$ cat src/rtl/common/defines.svh
// rtl/common/defines.svh - global datapath width
`ifndef COMMON_DEFINES_SVH
`define COMMON_DEFINES_SVH
`define DATA_WIDTH 64
`endif

$ cat src/rtl/mem_store_pkg.sv
// rtl/mem_store_pkg.sv - shared types and helpers for the store sequencer
`include "common/defines.svh"

package mem_store_pkg;

  // Sequencer states; one bit is enough for IDLE/ISSUE
  typedef enum logic [0:0] {
    ST_IDLE  = 1'b0,
    ST_ISSUE = 1'b1
  } state_e;

  // Beat-count request codes
  typedef enum logic [1:0] {
    BEATS_1   = 2'd0,
    BEATS_2   = 2'd1,
    BEATS_4   = 2'd2,
    BEATS_ILL = 2'd3
  } beat_code_e;

  localparam int IDX_W = 2;

  // Index of the final beat for a request code; the illegal code runs as one beat
  function automatic logic [IDX_W-1:0] code_to_last_idx(input beat_code_e code);
    logic [IDX_W-1:0] last;
    case (code)
      BEATS_1: last = 2'd0;
      BEATS_2: last = 2'd1;
      BEATS_4: last = 2'd3;
      default: last = 2'd0;
    endcase
    return last;
  endfunction

endpackage

$ cat src/rtl/mem_store_beat_cnt.sv
// rtl/mem_store_beat_cnt.sv - beat index register with clear, increment and last compare
import mem_store_pkg::*;

module mem_store_beat_cnt (
  input  logic             clk,
  input  logic             rst,
  input  logic             clr_i,
  input  logic             inc_i,
  input  logic [IDX_W-1:0] last_idx_i,
  output logic [IDX_W-1:0] idx_o,
  output logic             last_o
);

  logic [IDX_W-1:0] idx_d, idx_q;

  // Clear takes priority so a fresh request always starts at beat 0
  always_comb begin
    idx_d = idx_q;
    if (clr_i) begin
      idx_d = '0;
    end else if (inc_i) begin
      idx_d = idx_q + 1'b1;
    end
  end

  // Index register
  always_ff @(posedge clk or posedge rst) begin
    if (rst) begin
      idx_q <= '0;
    end else begin
      idx_q <= idx_d;
    end
  end

  assign idx_o  = idx_q;
  assign last_o = (idx_q == last_idx_i);

endmodule

$ cat src/rtl/mem_store_seq.sv
// rtl/mem_store_seq.sv - multi-beat store sequencer issuing one write beat per accepted cycle
`include "common/defines.svh"
import mem_store_pkg::*;

module mem_store_seq #(
  parameter int BEAT_BYTES = 8,
  parameter int MAX_BEATS  = 4
) (
  input  logic                             clk,
  input  logic                             rst,
  input  logic                             req_valid_i,
  output logic                             req_ready_o,
  input  logic [`DATA_WIDTH-1:0]           req_addr_i,
  input  logic [1:0]                       req_beats_i,
  input  logic [MAX_BEATS*`DATA_WIDTH-1:0] req_data_i,
  input  logic                             flush_i,
  output logic                             mem_we_o,
  output logic [`DATA_WIDTH-1:0]           mem_addr_o,
  output logic [`DATA_WIDTH-1:0]           mem_wdata_o,
  input  logic                             mem_ready_i,
  output logic                             stall_o,
  output logic                             done_o,
  output logic                             err_o
);

  state_e                           state_d, state_q;
  logic [`DATA_WIDTH-1:0]           base_d, base_q;
  logic [MAX_BEATS*`DATA_WIDTH-1:0] data_d, data_q;
  logic [IDX_W-1:0]                 last_d, last_q;
  logic                             done_d, done_q;
  logic                             err_d, err_q;

  logic             idx_clr, idx_inc, idx_last;
  logic [IDX_W-1:0] idx;

  mem_store_beat_cnt u_beat_cnt (
    .clk        (clk),
    .rst        (rst),
    .clr_i      (idx_clr),
    .inc_i      (idx_inc),
    .last_idx_i (last_q),
    .idx_o      (idx),
    .last_o     (idx_last)
  );

  // Next-state: accept in IDLE, walk beats in ISSUE; flush beats a simultaneous ready
  always_comb begin
    state_d = state_q;
    base_d  = base_q;
    data_d  = data_q;
    last_d  = last_q;
    done_d  = 1'b0;
    err_d   = 1'b0;
    idx_clr = 1'b0;
    idx_inc = 1'b0;
    case (state_q)
      ST_IDLE: begin
        if (req_valid_i) begin
          state_d = ST_ISSUE;
          base_d  = req_addr_i;
          data_d  = req_data_i;
          last_d  = code_to_last_idx(beat_code_e'(req_beats_i));
          idx_clr = 1'b1;
          err_d   = (beat_code_e'(req_beats_i) == BEATS_ILL);
        end
      end
      ST_ISSUE: begin
        if (flush_i) begin
          state_d = ST_IDLE;
        end else if (mem_ready_i) begin
          if (idx_last) begin
            state_d = ST_IDLE;
            done_d  = 1'b1;
          end else begin
            idx_inc = 1'b1;
          end
        end
      end
      default: state_d = ST_IDLE;
    endcase
  end

  // Sequencer state and captured request
  always_ff @(posedge clk or posedge rst) begin
    if (rst) begin
      state_q <= ST_IDLE;
      base_q  <= '0;
      data_q  <= '0;
      last_q  <= '0;
      done_q  <= 1'b0;
      err_q   <= 1'b0;
    end else begin
      state_q <= state_d;
      base_q  <= base_d;
      data_q  <= data_d;
      last_q  <= last_d;
      done_q  <= done_d;
      err_q   <= err_d;
    end
  end

  // Beat outputs are decoded from state so reset drops the write strobe at once
  always_comb begin
    mem_we_o    = 1'b0;
    mem_addr_o  = '0;
    mem_wdata_o = '0;
    if (state_q == ST_ISSUE) begin
      mem_we_o    = !flush_i;
      mem_addr_o  = base_q + (`DATA_WIDTH'(idx) * `DATA_WIDTH'(BEAT_BYTES));
      mem_wdata_o = data_q[32'(idx) * `DATA_WIDTH +: `DATA_WIDTH];
    end
  end

  assign req_ready_o = (state_q == ST_IDLE);
  assign stall_o     = (state_q == ST_ISSUE) || (req_valid_i && (state_q == ST_IDLE));
  assign done_o      = done_q;
  assign err_o       = err_q;

endmodule

$ cat config.mk
export PLATFORM = sky130hd
export DESIGN_NAME = mem_store_seq
export DESIGN_NICKNAME = d
export VERILOG_FILES = /design/src/rtl/mem_store_pkg.sv /design/src/rtl/mem_store_beat_cnt.sv /design/src/rtl/mem_store_seq.sv
export VERILOG_INCLUDE_DIRS = /design/src /design/src/rtl/common
export SDC_FILE = /design/constraint.sdc
export NUM_CORES = 1
export LEC_CHECK = 0
export CAP_MARGIN = 40
export CORE_MARGIN = 2
export CORE_UTILIZATION = 52
export DETAILED_ROUTE_END_ITERATION = 10
export GPL_TIMING_DRIVEN = 0
export PLACE_DENSITY = 0.89
export SLEW_MARGIN = 40
export SYNTH_ARGS = -nofsm -noshare
export SYNTH_HDL_FRONTEND = slang
export SYNTH_SLANG_ARGS = --single-unit
$ cat constraint.sdc
create_clock -name clk -period 16.4 [get_ports clk]
set_input_delay 1.64 -clock clk [delete_from_list [all_inputs] [get_ports clk]]
set_output_delay 1.64 -clock clk [all_outputs]
set_load 0.005 [all_outputs]
==> flow_metrics.env <==
export IMPL_status="complete, no violations"
export IMPL_dp_cells=2007
export IMPL_hold_class="reg -> reg"
export IMPL_whs_endpoint="data_q[220]$_DFFE_PP0P_"
export IMPL_synthXorXnorAreaFrac_pct=2.01
export IMPL_synth_top_flop_cell="dfrtp_1"
export IMPL_holdPathStages=1
export IMPL_postSynthAreaPerCell_um2=13.6
export IMPL_holdWs_ns=0.502
export IMPL_die_width_um=178
export IMPL_ant_nets=0
export IMPL_start_kind="register"
export IMPL_seq_area_frac_synth_pct=52.1
export IMPL_design_area_um2=22100
export IMPL_rrSetupSlack_ns=13.37
export IMPL_synth_edf_count=0
export IMPL_yosys_mux_area_fraction_pct=32.0
export IMPL_grt_max_degree=81
export IMPL_clock_root_buffer="clkbuf_16"
export IMPL_cts_tree="yes"
export IMPL_synthAdderAreaFrac_pct=0.446
export IMPL_place_ws_ns=10.91
export IMPL_period_share_pct=34.6
export IMPL_multiInputGateArea_um2=7220
export IMPL_hold_start="data_q[220]$_DFFE_PP0P_"
export IMPL_postPlaceCellArea_um2=20900
export IMPL_crit_path_end_kind="primary output"
export IMPL_viasPerCell=5.77
export IMPL_worst_pin_slew_ns=0.817
export IMPL_clock_latency_ns=0.52
export IMPL_netlist_area_um2=15700
export IMPL_first_pass_iters=5
export IMPL_regArea_um2=8180
export IMPL_pwr_density_cell_nw_per_um2=145
export IMPL_cts_sinks=327
export IMPL_r2r_end="u_beat_cnt.idx_o[1]$_DFFE_PP0P_"
export IMPL_hold_viol=0
export IMPL_skew_ns=0.0187
export IMPL_synthCells=1153
export IMPL_yosys_area_share_simple_pct=9.51
export IMPL_cts_hold_buffers=0
export IMPL_finalSetupTns_ns=0
export IMPL_netlist_top_cells_area="dfrtp_1 (52%), mux2_2 (23%), mux4_2 (9.2%), and2_1 (3.0%), clkbuf_1 (1.5%)"
export IMPL_drc=0
export IMPL_yosys_warnings=0
export IMPL_port_buffers=459
export IMPL_clk_pin_slew_worst_paths_ns=0.06
export IMPL_reg2regPathDepth=7
export IMPL_cts_resized=0
export IMPL_critPathArrivalTime_ns=4.03
export IMPL_critical_path_required_ns=14.76
export IMPL_worst_slack_ns=10.73
export IMPL_post_cts_repair_setup_buffers=0
export IMPL_finalSetupViolations=0
export IMPL_clk_path_buf_depth=3
export IMPL_fin_util_pct=74.3
export IMPL_antenna_found_initial=13
export IMPL_core_um2=29700
export IMPL_htreeDepth=2
export IMPL_start_util_pct=52.9
export IMPL_boundaryPins=460
export IMPL_gr_usage_all_layers_pct=32.1
export IMPL_final_cells=2089
export IMPL_yosys_area_top_type="dfrtp_1"
export IMPL_drv_slew=0
export IMPL_fillers=1882
export IMPL_overflow=0
export IMPL_drive_gt1_share_pct=27.4
export IMPL_crit_chain="ha_1 -> fa_1 -> and4_1 -> and3_1 -> clkbuf_1 -> nand4_1 -> or4_2 -> a21oi_1 -> clkdlybuf4s50_1"
export IMPL_slowest_delay_ns=0.72
export IMPL_irDropWorstVdd_mv=0.112
export IMPL_fmax_mhz=176
export IMPL_synth_seq_cells=327
export IMPL_maxCapViolCount=0
export IMPL_vias=12100
export IMPL_routabilityCongestion=0.985
export IMPL_nNetsFinal=1988
export IMPL_total_power_mw=3.20
export IMPL_fp_dieH_um=178
export IMPL_fin_crit_ns=5.67
export IMPL_relSlewSlack_pct=45.5
export IMPL_placement_rows=63
export IMPL_leakage_nw=8.57
export IMPL_drtIter0Drc=672
export IMPL_drt_total_wl_um=50800
export IMPL_wl_per_cell_um=24.3
export IMPL_rsz0062_at_grt="no"
export IMPL_synth_compound_area_share_pct=1.99
export IMPL_hpwl_um=38400
export IMPL_synth_async_sr_flop_share_pct=100
export IMPL_crit_fanout=10
export IMPL_cts_inserted_buffers=37
export IMPL_ys_types=42
export IMPL_worstSetupPathType="reg -> out"
export IMPL_syn_num_nets=1485
export IMPL_slowest_stage="or4_2"
export IMPL_grt_pass1_vias=12800
export IMPL_synth_top_area_share_pct=52.1
export IMPL_timing_rr_start="u_beat_cnt.idx_o[0]$_DFFE_PP0P_"
export IMPL_die_area_um2=31600
export IMPL_synth_top_family_by_area="multiplexers"
export IMPL_grt_pass1_wl_um=75500
export IMPL_areaGrowthSynthToFinish_pct=40.6
## cells in the final DEF, fill, tap and decap left out, types with 5 or more instances in the layout
cell / n
clkdlybuf4s50_1: 459
dfrtp_1: 327
mux2_2: 316
and2_1: 76
clkbuf_1: 72
mux4_2: 64
nand2_1: 40
clkbuf_16: 37
nor2_1: 36
a21oi_1: 23
o21ai_0: 21
xnor2_1: 21
nand4_1: 19
nand3_1: 19
or3_1: 18
diode_2: 16
xor2_1: 15
nor4_1: 14
and3_1: 11
nor3_1: 10
inv_1: 9
clkbuf_2: 6
and4_1: 6
clkinv_2: 6
buf_2: 5
## worst max-delay path by stage
stage                                         start                     to  slack [ns]  cells after the start
floorplan                                       rst  base_q[0]$_DFFE_PP0P_        5.71                      1
global placement                                rst        err_o$_DFF_PP0_        1.74                      2
detailed placement  u_beat_cnt.idx_o[0]$_DFFE_PP0P_        mem_wdata_o[56]       10.91                      7
CTS                 u_beat_cnt.idx_o[0]$_DFFE_PP0P_        mem_wdata_o[56]       10.37                      7
global route        u_beat_cnt.idx_o[0]$_DFFE_PP0P_        mem_wdata_o[60]       10.50                      7
finish              u_beat_cnt.idx_o[0]$_DFFE_PP0P_         mem_addr_o[41]       10.73                      9
## cell type report
type / count / share of cell area [%]
antenna: 16 / 0.181
buffer: 70 / 1.25
clock buffer: 56 / 4.70
clock inverter: 10 / 0.385
inverter: 11 / 0.221
multi-input combinational: 745 / 32.7
sequential: 327 / 37.0
tap: 390 / 2.21
timing repair buffer: 464 / 21.3
## critical path, delay by kind of cell (launching register included)
| kind | cells | cell delay, ns |
|---|---|---|
| buffers and inverters | 2 | 0.92 |
| and+or+nand+nor | 4 | 1.60 |
| AOI/OAI and AO/OA | 1 | 0.19 |
| DFF | 1 | 0.35 |
| adders and majority gates | 2 | 0.46 |
## cell families after synthesis
family / after synthesis
adders and majority gates: 5
muxes: 383
DFF: 327
and+or+nand+nor: 265
AOI/OAI and AO/OA: 56
xor gates and xnor gates: 36
buffers and inverters: 81
## flip-flops by register name, summed over array words and instances, names as in the netlist
signal            flops
err_o                 1
last_q                2
state_q               1
data_q              256
done_o                1
u_beat_cnt.idx_o      2
base_q               64
## power by group
part           total [mW]  switching (mW)  internal [mW]
Combinational        1.14           0.439          0.704
Clock               0.780           0.326          0.453
Sequential           1.28           0.197           1.08
## synthesized netlist by cell type, types with 4 or more instances
| master | instances |
|---|---|
| dfrtp_1 | 327 |
| mux2_2 | 316 |
| and2_1 | 76 |
| mux4_2 | 64 |
| clkbuf_1 | 61 |
| nand2_1 | 40 |
| nor2_1 | 36 |
| a21oi_1 | 23 |
| o21ai_0 | 21 |
| xnor2_1 | 21 |
| nand3_1 | 19 |
| nand4_1 | 19 |
| or3_1 | 18 |
| xor2_1 | 15 |
| nor4_1 | 14 |
| and3_1 | 11 |
| inv_1 | 10 |
| nor3_1 | 10 |
| buf_1 | 8 |
| and4_1 | 6 |
| ha_1 | 4 |
| o31ai_1 | 4 |
## routing by layer
metal	vias up	part of all wire, %	GRT usage (%)
met5	-	0.053	0
met4	4	4.7	15.7
met3	145	9.3	10.1
met2	587	51	55.3
met1	6075	35	36.2
li1	5242	-	-
No activity file was read; power rests on OpenSTA's default activity.
